$ cat src/rtl/up_pkg.sv
// Shared opcode values, FSM state encoding and return-stack sizing for the
// up_seq_controller sequencer.
package up_pkg;

    localparam logic [3:0] OP_NOP  = 4'd0;
    localparam logic [3:0] OP_LDI  = 4'd1;
    localparam logic [3:0] OP_ADD  = 4'd2;
    localparam logic [3:0] OP_SUB  = 4'd3;
    localparam logic [3:0] OP_JMP  = 4'd4;
    localparam logic [3:0] OP_JZ   = 4'd5;
    localparam logic [3:0] OP_OUT  = 4'd6;
    localparam logic [3:0] OP_IN   = 4'd7;
    localparam logic [3:0] OP_HALT = 4'd8;
    localparam logic [3:0] OP_CALL = 4'd9;
    localparam logic [3:0] OP_RET  = 4'd10;

    localparam int STACK_DEPTH = 4;
    // The stack pointer needs one extra bit so that "full" (== STACK_DEPTH)
    // can be told apart from "empty".
    localparam int SP_IDX_W    = $clog2(STACK_DEPTH);
    localparam int SP_W        = SP_IDX_W + 1;

    typedef enum logic [1:0] {
        ST_IDLE  = 2'd0,
        ST_FETCH = 2'd1,
        ST_EXEC  = 2'd2,
        ST_HALT  = 2'd3
    } state_t;

endpackage

$ cat src/rtl/up_imem.sv
// Program memory: synchronous write port, combinational read port.
// Contents are deliberately not reset so a program survives nRst.
module up_imem #(
    parameter int DATA_W = 8,
    parameter int ADDR_W = 4
) (
    input  logic              clk,
    input  logic              we,
    input  logic [ADDR_W-1:0] waddr,
    input  logic [DATA_W+3:0] wdata,
    input  logic [ADDR_W-1:0] raddr,
    output logic [DATA_W+3:0] rdata
);
    localparam int DEPTH = 1 << ADDR_W;

    logic [DATA_W+3:0] mem [DEPTH];

    always_ff @(posedge clk) begin
        if (we) begin
            mem[waddr] <= wdata;
        end
    end

    assign rdata = mem[raddr];

endmodule

$ cat src/rtl/up_seq_controller.sv
// Accumulator sequencer: every instruction is one FETCH cycle plus one EXEC cycle.
// Define UP_CALL_STACK_EN to add a 4-entry return stack with CALL (9) and RET (10).
module up_seq_controller
    import up_pkg::*;
#(
    parameter int DATA_W = 8,
    parameter int ADDR_W = 4
) (
    input  logic              clk,
    input  logic              nRst,
    input  logic              prog_we,
    input  logic [ADDR_W-1:0] prog_addr,
    input  logic [DATA_W+3:0] prog_data,
    input  logic              start,
    input  logic [DATA_W-1:0] in_data,
    output logic [DATA_W-1:0] out_data,
    output logic              out_valid,
    output logic              busy,
    output logic              halted,
    output logic [ADDR_W-1:0] pc,
    output logic [1:0]        dbg_state
);
    state_t            state, state_n;
    logic [ADDR_W-1:0] pc_q, pc_n, pc_inc, target;
    logic [DATA_W-1:0] acc, acc_n, out_q, out_n, opnd, add_res, sub_res;
    logic              zero, zero_n, outv_q, outv_n, mem_we;
    logic [DATA_W+3:0] ir, ir_n, rdata;
    logic [3:0]        opc;

    up_imem #(
        .DATA_W(DATA_W),
        .ADDR_W(ADDR_W)
    ) u_imem (
        .clk   (clk),
        .we    (mem_we),
        .waddr (prog_addr),
        .wdata (prog_data),
        .raddr (pc_q),
        .rdata (rdata)
    );

    assign opc     = ir[DATA_W+3:DATA_W];
    assign opnd    = ir[DATA_W-1:0];
    assign target  = opnd[ADDR_W-1:0];
    assign pc_inc  = pc_q + 1'b1;
    assign add_res = acc + opnd;
    assign sub_res = acc - opnd;

`ifdef UP_CALL_STACK_EN
    logic [SP_W-1:0]     sp, sp_n;
    logic [SP_IDX_W-1:0] sp_top;
    logic [ADDR_W-1:0]   stack [STACK_DEPTH];
    logic                push;

    assign sp_top = sp[SP_IDX_W-1:0] - 1'b1;

    always_ff @(posedge clk) begin
        if (push) begin
            stack[sp[SP_IDX_W-1:0]] <= pc_inc;
        end
    end

    always_ff @(posedge clk or negedge nRst) begin
        if (!nRst) begin
            sp <= '0;
        end else begin
            sp <= sp_n;
        end
    end
`endif

    always_ff @(posedge clk or negedge nRst) begin
        if (!nRst) begin
            state  <= ST_IDLE;
            pc_q   <= '0;
            acc    <= '0;
            zero   <= 1'b0;
            ir     <= '0;
            out_q  <= '0;
            outv_q <= 1'b0;
        end else begin
            state  <= state_n;
            pc_q   <= pc_n;
            acc    <= acc_n;
            zero   <= zero_n;
            ir     <= ir_n;
            out_q  <= out_n;
            outv_q <= outv_n;
        end
    end

    always_comb begin
        state_n = state;
        pc_n    = pc_q;
        acc_n   = acc;
        zero_n  = zero;
        ir_n    = ir;
        out_n   = out_q;
        outv_n  = 1'b0;
        mem_we  = 1'b0;
`ifdef UP_CALL_STACK_EN
        sp_n    = sp;
        push    = 1'b0;
`endif
        case (state)
            // Writes and start share an edge: the fetch that follows reads the new word.
            ST_IDLE, ST_HALT: begin
                mem_we = prog_we;
                if (start) begin
                    state_n = ST_FETCH;
                    pc_n    = '0;
                    zero_n  = 1'b0;
`ifdef UP_CALL_STACK_EN
                    sp_n    = '0;
`endif
                end
            end
            ST_FETCH: begin
                ir_n    = rdata;
                state_n = ST_EXEC;
            end
            ST_EXEC: begin
                state_n = ST_FETCH;
                pc_n    = pc_inc;
                case (opc)
                    OP_LDI: begin
                        acc_n  = opnd;
                        zero_n = (opnd == '0);
                    end
                    OP_ADD: begin
                        acc_n  = add_res;
                        zero_n = (add_res == '0);
                    end
                    OP_SUB: begin
                        acc_n  = sub_res;
                        zero_n = (sub_res == '0);
                    end
                    OP_JMP: pc_n = target;
                    OP_JZ: begin
                        if (zero) begin
                            pc_n = target;
                        end
                    end
                    // out_valid is a registered pulse: high for the one cycle after OUT executes.
                    OP_OUT: begin
                        out_n  = acc;
                        outv_n = 1'b1;
                    end
                    OP_IN: begin
                        acc_n  = in_data;
                        zero_n = (in_data == '0);
                    end
                    OP_HALT: begin
                        state_n = ST_HALT;
                        pc_n    = pc_q;
                    end
`ifdef UP_CALL_STACK_EN
                    OP_CALL: begin
                        if (sp == SP_W'(STACK_DEPTH)) begin
                            state_n = ST_HALT;
                            pc_n    = pc_q;
                        end else begin
                            push = 1'b1;
                            sp_n = sp + 1'b1;
                            pc_n = target;
                        end
                    end
                    OP_RET: begin
                        if (sp == '0) begin
                            state_n = ST_HALT;
                            pc_n    = pc_q;
                        end else begin
                            sp_n = sp - 1'b1;
                            pc_n = stack[sp_top];
                        end
                    end
`endif
                    default: ;
                endcase
            end
            default: state_n = ST_IDLE;
        endcase
    end

    assign out_data  = out_q;
    assign out_valid = outv_q;
    assign busy      = (state == ST_FETCH) || (state == ST_EXEC);
    assign halted    = (state == ST_HALT);
    assign pc        = pc_q;
    assign dbg_state = state;

endmodule

$ cat config.mk
export PLATFORM = sky130hd
export DESIGN_NAME = up_seq_controller
export DESIGN_NICKNAME = d
export VERILOG_FILES = /design/src/rtl/up_pkg.sv /design/src/rtl/up_imem.sv /design/src/rtl/up_seq_controller.sv
export SDC_FILE = /design/constraint.sdc
export NUM_CORES = 1
export LEC_CHECK = 0
export ABC_AREA = 1
export BUFFER_PORTS_ARGS = -buffer_cell sky130_fd_sc_hd__clkbuf_2
export CAP_MARGIN = 20
export CORE_MARGIN = 3
export CORE_UTILIZATION = 35
export CTS_CLUSTER_DIAMETER = 150
export DETAILED_ROUTE_END_ITERATION = 16
export PLACE_DENSITY = 0.52
export SLEW_MARGIN = 10
export SYNTH_ARGS = -nofsm -noshare
export SYNTH_HDL_FRONTEND = slang
export SYNTH_SLANG_ARGS = --single-unit
$ cat constraint.sdc
create_clock -name clk -period 2.8 [get_ports clk]
set_input_delay 0.14 -clock clk [delete_from_list [all_inputs] [get_ports clk]]
set_output_delay 0.14 -clock clk [all_outputs]
set_load 0.02 [all_outputs]
==> results of run 1 <==
synth_stat cells, types with 3 or more instances:
cell type | number | area share (%)
clkbuf_1 | 11 | 0.41
mux2_2 | 6 | 0.67
buf_4 | 9 | 0.67
nor2_2 | 3 | 0.18
o22ai_1 | 40 | 2.5
nor4_1 | 4 | 0.25
a21oi_1 | 54 | 2.7
ha_1 | 20 | 2.5
o211ai_1 | 14 | 1.0
nand4_1 | 3 | 0.18
buf_6 | 5 | 0.55
dfrtp_1 | 36 | 8.9
buf_2 | 10 | 0.49
nor2_1 | 98 | 3.6
edfxtp_1 | 192 | 57
xor2_1 | 4 | 0.35
o21ai_1 | 12 | 0.59
inv_2 | 10 | 0.37
nand3_1 | 32 | 1.6
nand2_1 | 186 | 6.9
mux2i_1 | 24 | 2.4
o21ai_0 | 63 | 3.1
inv_1 | 49 | 1.8
nand2_2 | 6 | 0.37
stage by stage:
stage | cells | setup slack (ps) | util (%) | area, µm² | power [µW]
global route | 1367 | 385.9 | 41.73 | 11750 | 11820
CTS | 1366 | 521.7 | 41.65 | 11730 | 11210
finish | 1367 | 533.3 | 41.73 | 11750 | 11110
detailed placement | 1317 | 501.6 | 38.52 | 10850 | 7832
global placement | 1317 | 542.3 | 38.52 | 10850 | 7852
floorplan | 905 | 751.6 | - | 10150 | 6779
sequential cells by signal, indices dropped and copies added, names as in the netlist:
signal / count
zero: 1
pc: 4
ir: 12
u_imem.mem: 192
out_valid: 1
out_data: 8
acc: 8
dbg_state: 2
layer usage:
metal  part of all wire [%]  vias up  track usage [%]
li1                       -     3320                -
met4                    2.0        0            3.893
met3                    5.2       38            2.430
met5                      0        -                0
met1                     46     3319            24.88
met2                     47      187            28.37
final timing paths:
kind                                    from            endpoint  slack [ps]  depth (start not counted)
setup reg to reg           pc[1]$_DFFE_PN0P_   ir[4]$_DFFE_PN0N_         530                          6
max in group asynchronous               nRst   pc[0]$_DFFE_PN0P_        2330                          3
hold reg to reg             zero$_DFFE_PN0P_    zero$_DFFE_PN0P_         500                          2
setup / recovery           pc[1]$_DFFE_PN0P_   ir[4]$_DFFE_PN0N_         530                          6
min in group clk                  in_data[0]  acc[0]$_DFFE_PN0P_          20                          5
hold / removal                          nRst  acc[1]$_DFFE_PN0P_          20                          2
cell type report:
| cell class | instances | area share (%) |
|---|---|---|
| multi-input cells | 580 | 25.77 |
| flip-flops and latches | 228 | 56.76 |
| clock buffers | 33 | 5.760 |
| clock inverters | 12 | 1.416 |
| repair buffers | 77 | 4.387 |
| well taps | 378 | 4.025 |
| inverters | 59 | 1.885 |
worst max-delay path, stage by stage, from the launching register on:
cell and delay, ps:
dfrtp_1 590, nor2_2 490, buf_4 360, a21oi_1 130, o211ai_1 200, nand2_1 200, o22ai_1 170
power by group:
part           leakage (µW)  total (µW)  internal (µW)  switching [µW]
Clock              0.000405        3330           1990            1340
Sequential          0.00218        4270           3980             286
Combinational       0.00193        3520           1130            2390
kinds of logic (layout without fill, tap and decap cells):
kind of cell	after synthesis	after routing	synth area share, %
fa+ha+maj	22	22	2.859
mux	30	30	3.031
xor+xnor	4	4	0.3450
flops	228	228	65.66
simple gates	335	335	13.27
compound gates	189	189	10.31
buf+inv	97	181	4.522
timing repair:
action	CTS	global route
resized for setup	0	0
setup buffers	0	0
endpoints found under the hold margin	40	0
hold buffers	4	0
==> impl_metrics.ini, run 1 <==
[place]
portBuffers = 44
gp_congestion = 0.9339
dpl.hpwl_um = 17740

[clock_network]
cts_inserted_buffers = 26
clock_latency_ps = 550
clkTransAtPathRegs_ps = 60
clock_sinks = 228
clk_path_buf_depth = 3
clockRootBuffer = clkbuf_16
cts_tree = yes
cts_max_level = 1

[timing]
period_needed_ps = 2267
tightest_slew_ps = 1028
setup_viol = 0
setup_tns_ps = 0
fin_skew_ps = 29.00
maxSlewViolCount = 0
period_share_pct = 80.96
whs_ps = 15.04
timing.final.hold_violations = 0
relSlewSlack_pct = 31.45
max_freq_mhz = 441.2
rsz0062_at_grt = no

[layout]
multiInputGateArea_um2 = 3028
final_common_cell = edfxtp_1
final_cell_mix = edfxtp_1 (192), nand2_1 (186), nor2_1 (98)
drive_above_1_share_pct = 13.75
syn2layout_area_growth_pct = 15.74
register_area_um2 = 6670
n_antenna_cell = 0
nNetsFinal = 1022
fillers = 2691

[floorplanning]
start_util_pct = 36.05
die_w_um = 176.3
io-pin-count = 45
die-area_um2 = 31090
rows = 61
die_y_um = 176.3
core-area_um2 = 28160

[yosys]
syn_area_per_cell_um2 = 11.22
synth-main-ff-cell = edfxtp_1
async_reset_ff_share_pct = 15.79
yosysWarnings = 0
synth_cell_types = 35
netlist_area_um2 = 10150
synth_edf_count = 192
seq_area_frac_synth_pct = 65.66
syn_nets = 955
synth.ff_latch_count = 228
synthCells = 905

[routing]
post-route-drc-count = 0
viasPerCell = 5.021
drt_iter0_drc = 674
drt.antenna.violating_nets = 0
routedWlPerCell_um = 19.73
dr.pass1.iters = 5
wl_um = 26970
vias = 6864

[worst_setup_path]
cp-start-kind = flop
arrival_ps = 2700
critPathMaxFanout = 17
timing.setup.critical_path_class = flop to flop
critPathCaptureType = flop
required_ps = 3230

[job]
drv_cap = 0

[outcome]
status = finished clean

[global_route]
grt_pass1_wl_um = 41350
grt_usage_pct = 17.40
grt_max_degree = 70
antenna_found_initial = 0
grt_pass1_vias = 6756
overflow = 0

[power_and_ir_drop]
powerDensity_nw_per_um2 = 945.5
peakVddDrop_uv = 479.9
leakage_uw = 0.004518

[hold_path]
worstHoldPathType = input port to asynchronous set/reset pin
Note: power is estimated with default switching activity, not from simulation.
==> run 2: changes to the inputs <==
--- a/config.mk
+++ b/config.mk
@@ -5,7 +5,7 @@
 export SDC_FILE = /design/constraint.sdc
 export NUM_CORES = 1
 export LEC_CHECK = 0
-export ABC_AREA = 1
+export ABC_AREA = 0
 export BUFFER_PORTS_ARGS = -buffer_cell sky130_fd_sc_hd__clkbuf_2
 export CAP_MARGIN = 20
 export CORE_MARGIN = 3
==> constraint.sdc (replaced) <==
create_clock -name clk -period 2.3 [get_ports clk]
set_input_delay 0.115 -clock clk [delete_from_list [all_inputs] [get_ports clk]]
set_output_delay 0.115 -clock clk [all_outputs]
set_load 0.02 [all_outputs]
==> run 2 against run 1 <==
- the run now ends with setup timing left
- first-iteration DRC count decreased by 47%
- die area fell by 1.3%
- clock power is 16% higher
- total power grew 32%
- core utilization rose by 2.0 points
- largest power group is now combinational logic
- flip-flop and latch count unchanged
==> impl_metrics.ini, run 2 <==
[outcome]
status = finished with violations
violations = setup timing

[floorplanning]
io-pin-count = 45
rows = 61
die-area_um2 = 30670
core-area_um2 = 28010
die_y_um = 175.1
die_w_um = 175.1
start_util_pct = 35.74

[timing]
fin_skew_ps = 16.69
period_share_pct = 108.2
max_freq_mhz = 401.8
tightest_slew_ps = 771.8
period_needed_ps = 2489
timing.final.hold_violations = 0
rsz0062_at_grt = yes
relSlewSlack_pct = 48.55
setup_viol = 3
worst_slack_ps = -188.7
maxSlewViolCount = 0

[clock_network]
clk_path_buf_depth = 3
cts_inserted_buffers = 26
clkTransAtPathRegs_ps = 60
cts_max_level = 1
clock_latency_ps = 520
clock_sinks = 228
cts_tree = yes
clockRootBuffer = clkbuf_16

[yosys]
synth_largest_area_cell = edfxtp_1
synthCells = 668
ys_top_cells_by_count = edfxtp_1 (192), nand2_1 (61), o21ai_0 (41), nor2_1 (37)
synth_area_leaders = edfxtp_1 (58%), dfrtp_1 (9.0%), mux4_2 (8.1%), mux2i_1 (2.9%), ha_1 (2.5%)
netlist_area_um2 = 10010
synth.ff_latch_count = 228
synth_cell_types = 56
synth_edf_count = 192
syn_nets = 718
async_reset_ff_share_pct = 15.79
synth-main-ff-cell = edfxtp_1
synth_most_common_cell = edfxtp_1
syn_area_per_cell_um2 = 14.99
seq_area_frac_synth_pct = 66.58
yosysWarnings = 0
yosysTopAreaCellShare_pct = 57.59

[routing]
viasPerCell = 5.127
drt_iter0_drc = 358
drt.antenna.violating_nets = 0
post-route-drc-count = 0
dr.pass1.iters = 5
routedWlPerCell_um = 20.77
vias = 6178
wl_um = 25030

[layout]
syn2layout_area_growth_pct = 22.28
largest_reg_flops = 192
finalNonFillerCells = 1205
reg_top3 = u_imem.mem x192, ir x12
n_antenna_cell = 0
final_cell_mix = edfxtp_1 (192), buf_4 (94), nand2_1 (61)
post-route-util_pct = 43.71
nNetsFinal = 861
top_register = u_imem.mem
final_common_cell = edfxtp_1
drive_above_1_share_pct = 28.42

[worst_setup_path]
critPathCaptureType = flop
required_ps = 2740
arrival_ps = 2930
critPathMaxFanout = 4
timing.setup.critical_path_class = flop to flop
reg2regPathDepth = 8
cp-start-kind = flop

[global_route]
grt_pass1_vias = 6574
grt_max_degree = 30
grt_usage_pct = 16.56
antenna_found_initial = 0
overflow = 0
grt_pass1_wl_um = 39410

[place]
gp_congestion = 0.8788
placedCellCount = 1156
dpl.hpwl_um = 17940
portBuffers = 44

[power_and_ir_drop]
powerDensity_nw_per_um2 = 1198
leakage_uw = 0.004405
peakVddDrop_uv = 636.2

[hold_path]
worstHoldPathType = input port to flop
min_delay_path_depth = 1

[job]
drv_cap = 0
## run 2: cell types whose count changed after synthesis, moves of 11 or more
cell / before / now
a21oi_1: 54 / 24
nand3_1: 32 / 4
inv_1: 49 / 17
o22ai_1: 40 / 16
o21ai_0: 63 / 41
nand2b_1: 0 / 11
o211ai_1: 14 / 3
nand2_1: 186 / 61
o21ai_1: 12 / 0
nor2_1: 98 / 37
o221ai_1: 0 / 13
mux4_2: 0 / 36
## run 2: path summary, 6_finish.rpt
| check | end | slack [ps] | from |
|---|---|---|---|
| worst max-delay path | zero$_DFFE_PN0P_ | -190 | ir[1]$_DFFE_PN0N_ |
| worst min-delay path | u_imem.mem[11][10]$_DFFE_PP_ | 20 | prog_data[10] |
| worst max register to register | zero$_DFFE_PN0P_ | -190 | ir[1]$_DFFE_PN0N_ |
| worst min register to register | out_data[5]$_DFFE_PN0P_ | 480 | out_data[5]$_DFFE_PN0P_ |
| max in group asynchronous | ir[6]$_DFFE_PN0N_ | 1440 | nRst |
| min in group asynchronous | out_data[4]$_DFFE_PN0P_ | 190 | nRst |
## run 2: report_power, final
part | internal, µW | switching, µW
Combinational | 2610 | 3110
Clock | 2340 | 1520
Sequential | 4840 | 248
## run 2: final cells by class
class                   instances  area [µm²]
fillers                      2558       15770
flip-flops and latches        228        6673
multi-input cells             392        3196
repair buffers                145        1036
clock buffers                  33       698.2
well taps                     378       473.0
clock inverters                11       100.1
inverters                      18       67.56
## run 2: kinds of logic (layout without fill, tap and decap cells)
kind of cell / after synthesis / after routing / share of synthesized area [%]
muxes: 70 / 70 / 11.56
buffers and inverters: 48 / 207 / 2.024
xor gates and xnor gates: 11 / 11 / 0.9622
AOI/OAI and AO/OA: 133 / 133 / 8.548
and+or+nand+nor: 156 / 156 / 7.423
DFF: 228 / 228 / 66.58
adders and majority gates: 22 / 22 / 2.899
## run 2: layer usage
layer,vias up,part of all wire (%),track usage (%)
li1,2893,-,-
met1,3121,44,22.34
met2,128,50,28.80
met3,36,4.2,2.173
met4,0,1.8,3.524
met5,-,0,0
## run 2: worst max-delay path, cell delays in order, from the launching register on
cell      delay (ps)
dfrtp_1          410
buf_4            150
ha_1             170
or2_4            230
o211ai_1         310
a31oi_1          160
or4_1            540
o311a_1          310
a22oi_2          130
## run 2: through the flow
step	TNS [ps]	cell area, µm²	setup WS (ps)	power, µW	hold slack [ps]
global route	-991.6	12240	-280.7	15610	39.85
global placement	-418.5	11380	-227.8	10790	228.4
floorplan	-469.4	10040	-101.5	8438	-180.6
finish	-241.4	12240	-188.7	14660	18.06
detailed placement	-517.0	11380	-246.6	10820	249.7
CTS	-269.7	12240	-182.1	14820	5.752
## run 2: repair_timing
| action | CTS | global route |
|---|---|---|
| gates cloned | 0 | 0 |
| endpoints found under the hold margin | 31 | 0 |
| resized for setup | 5 | 3 |
| endpoints found under the setup margin | 4 | 13 |
| pin swaps | 4 | 3 |
| setup buffers | 2 | 0 |
| hold buffers | 3 | 0 |
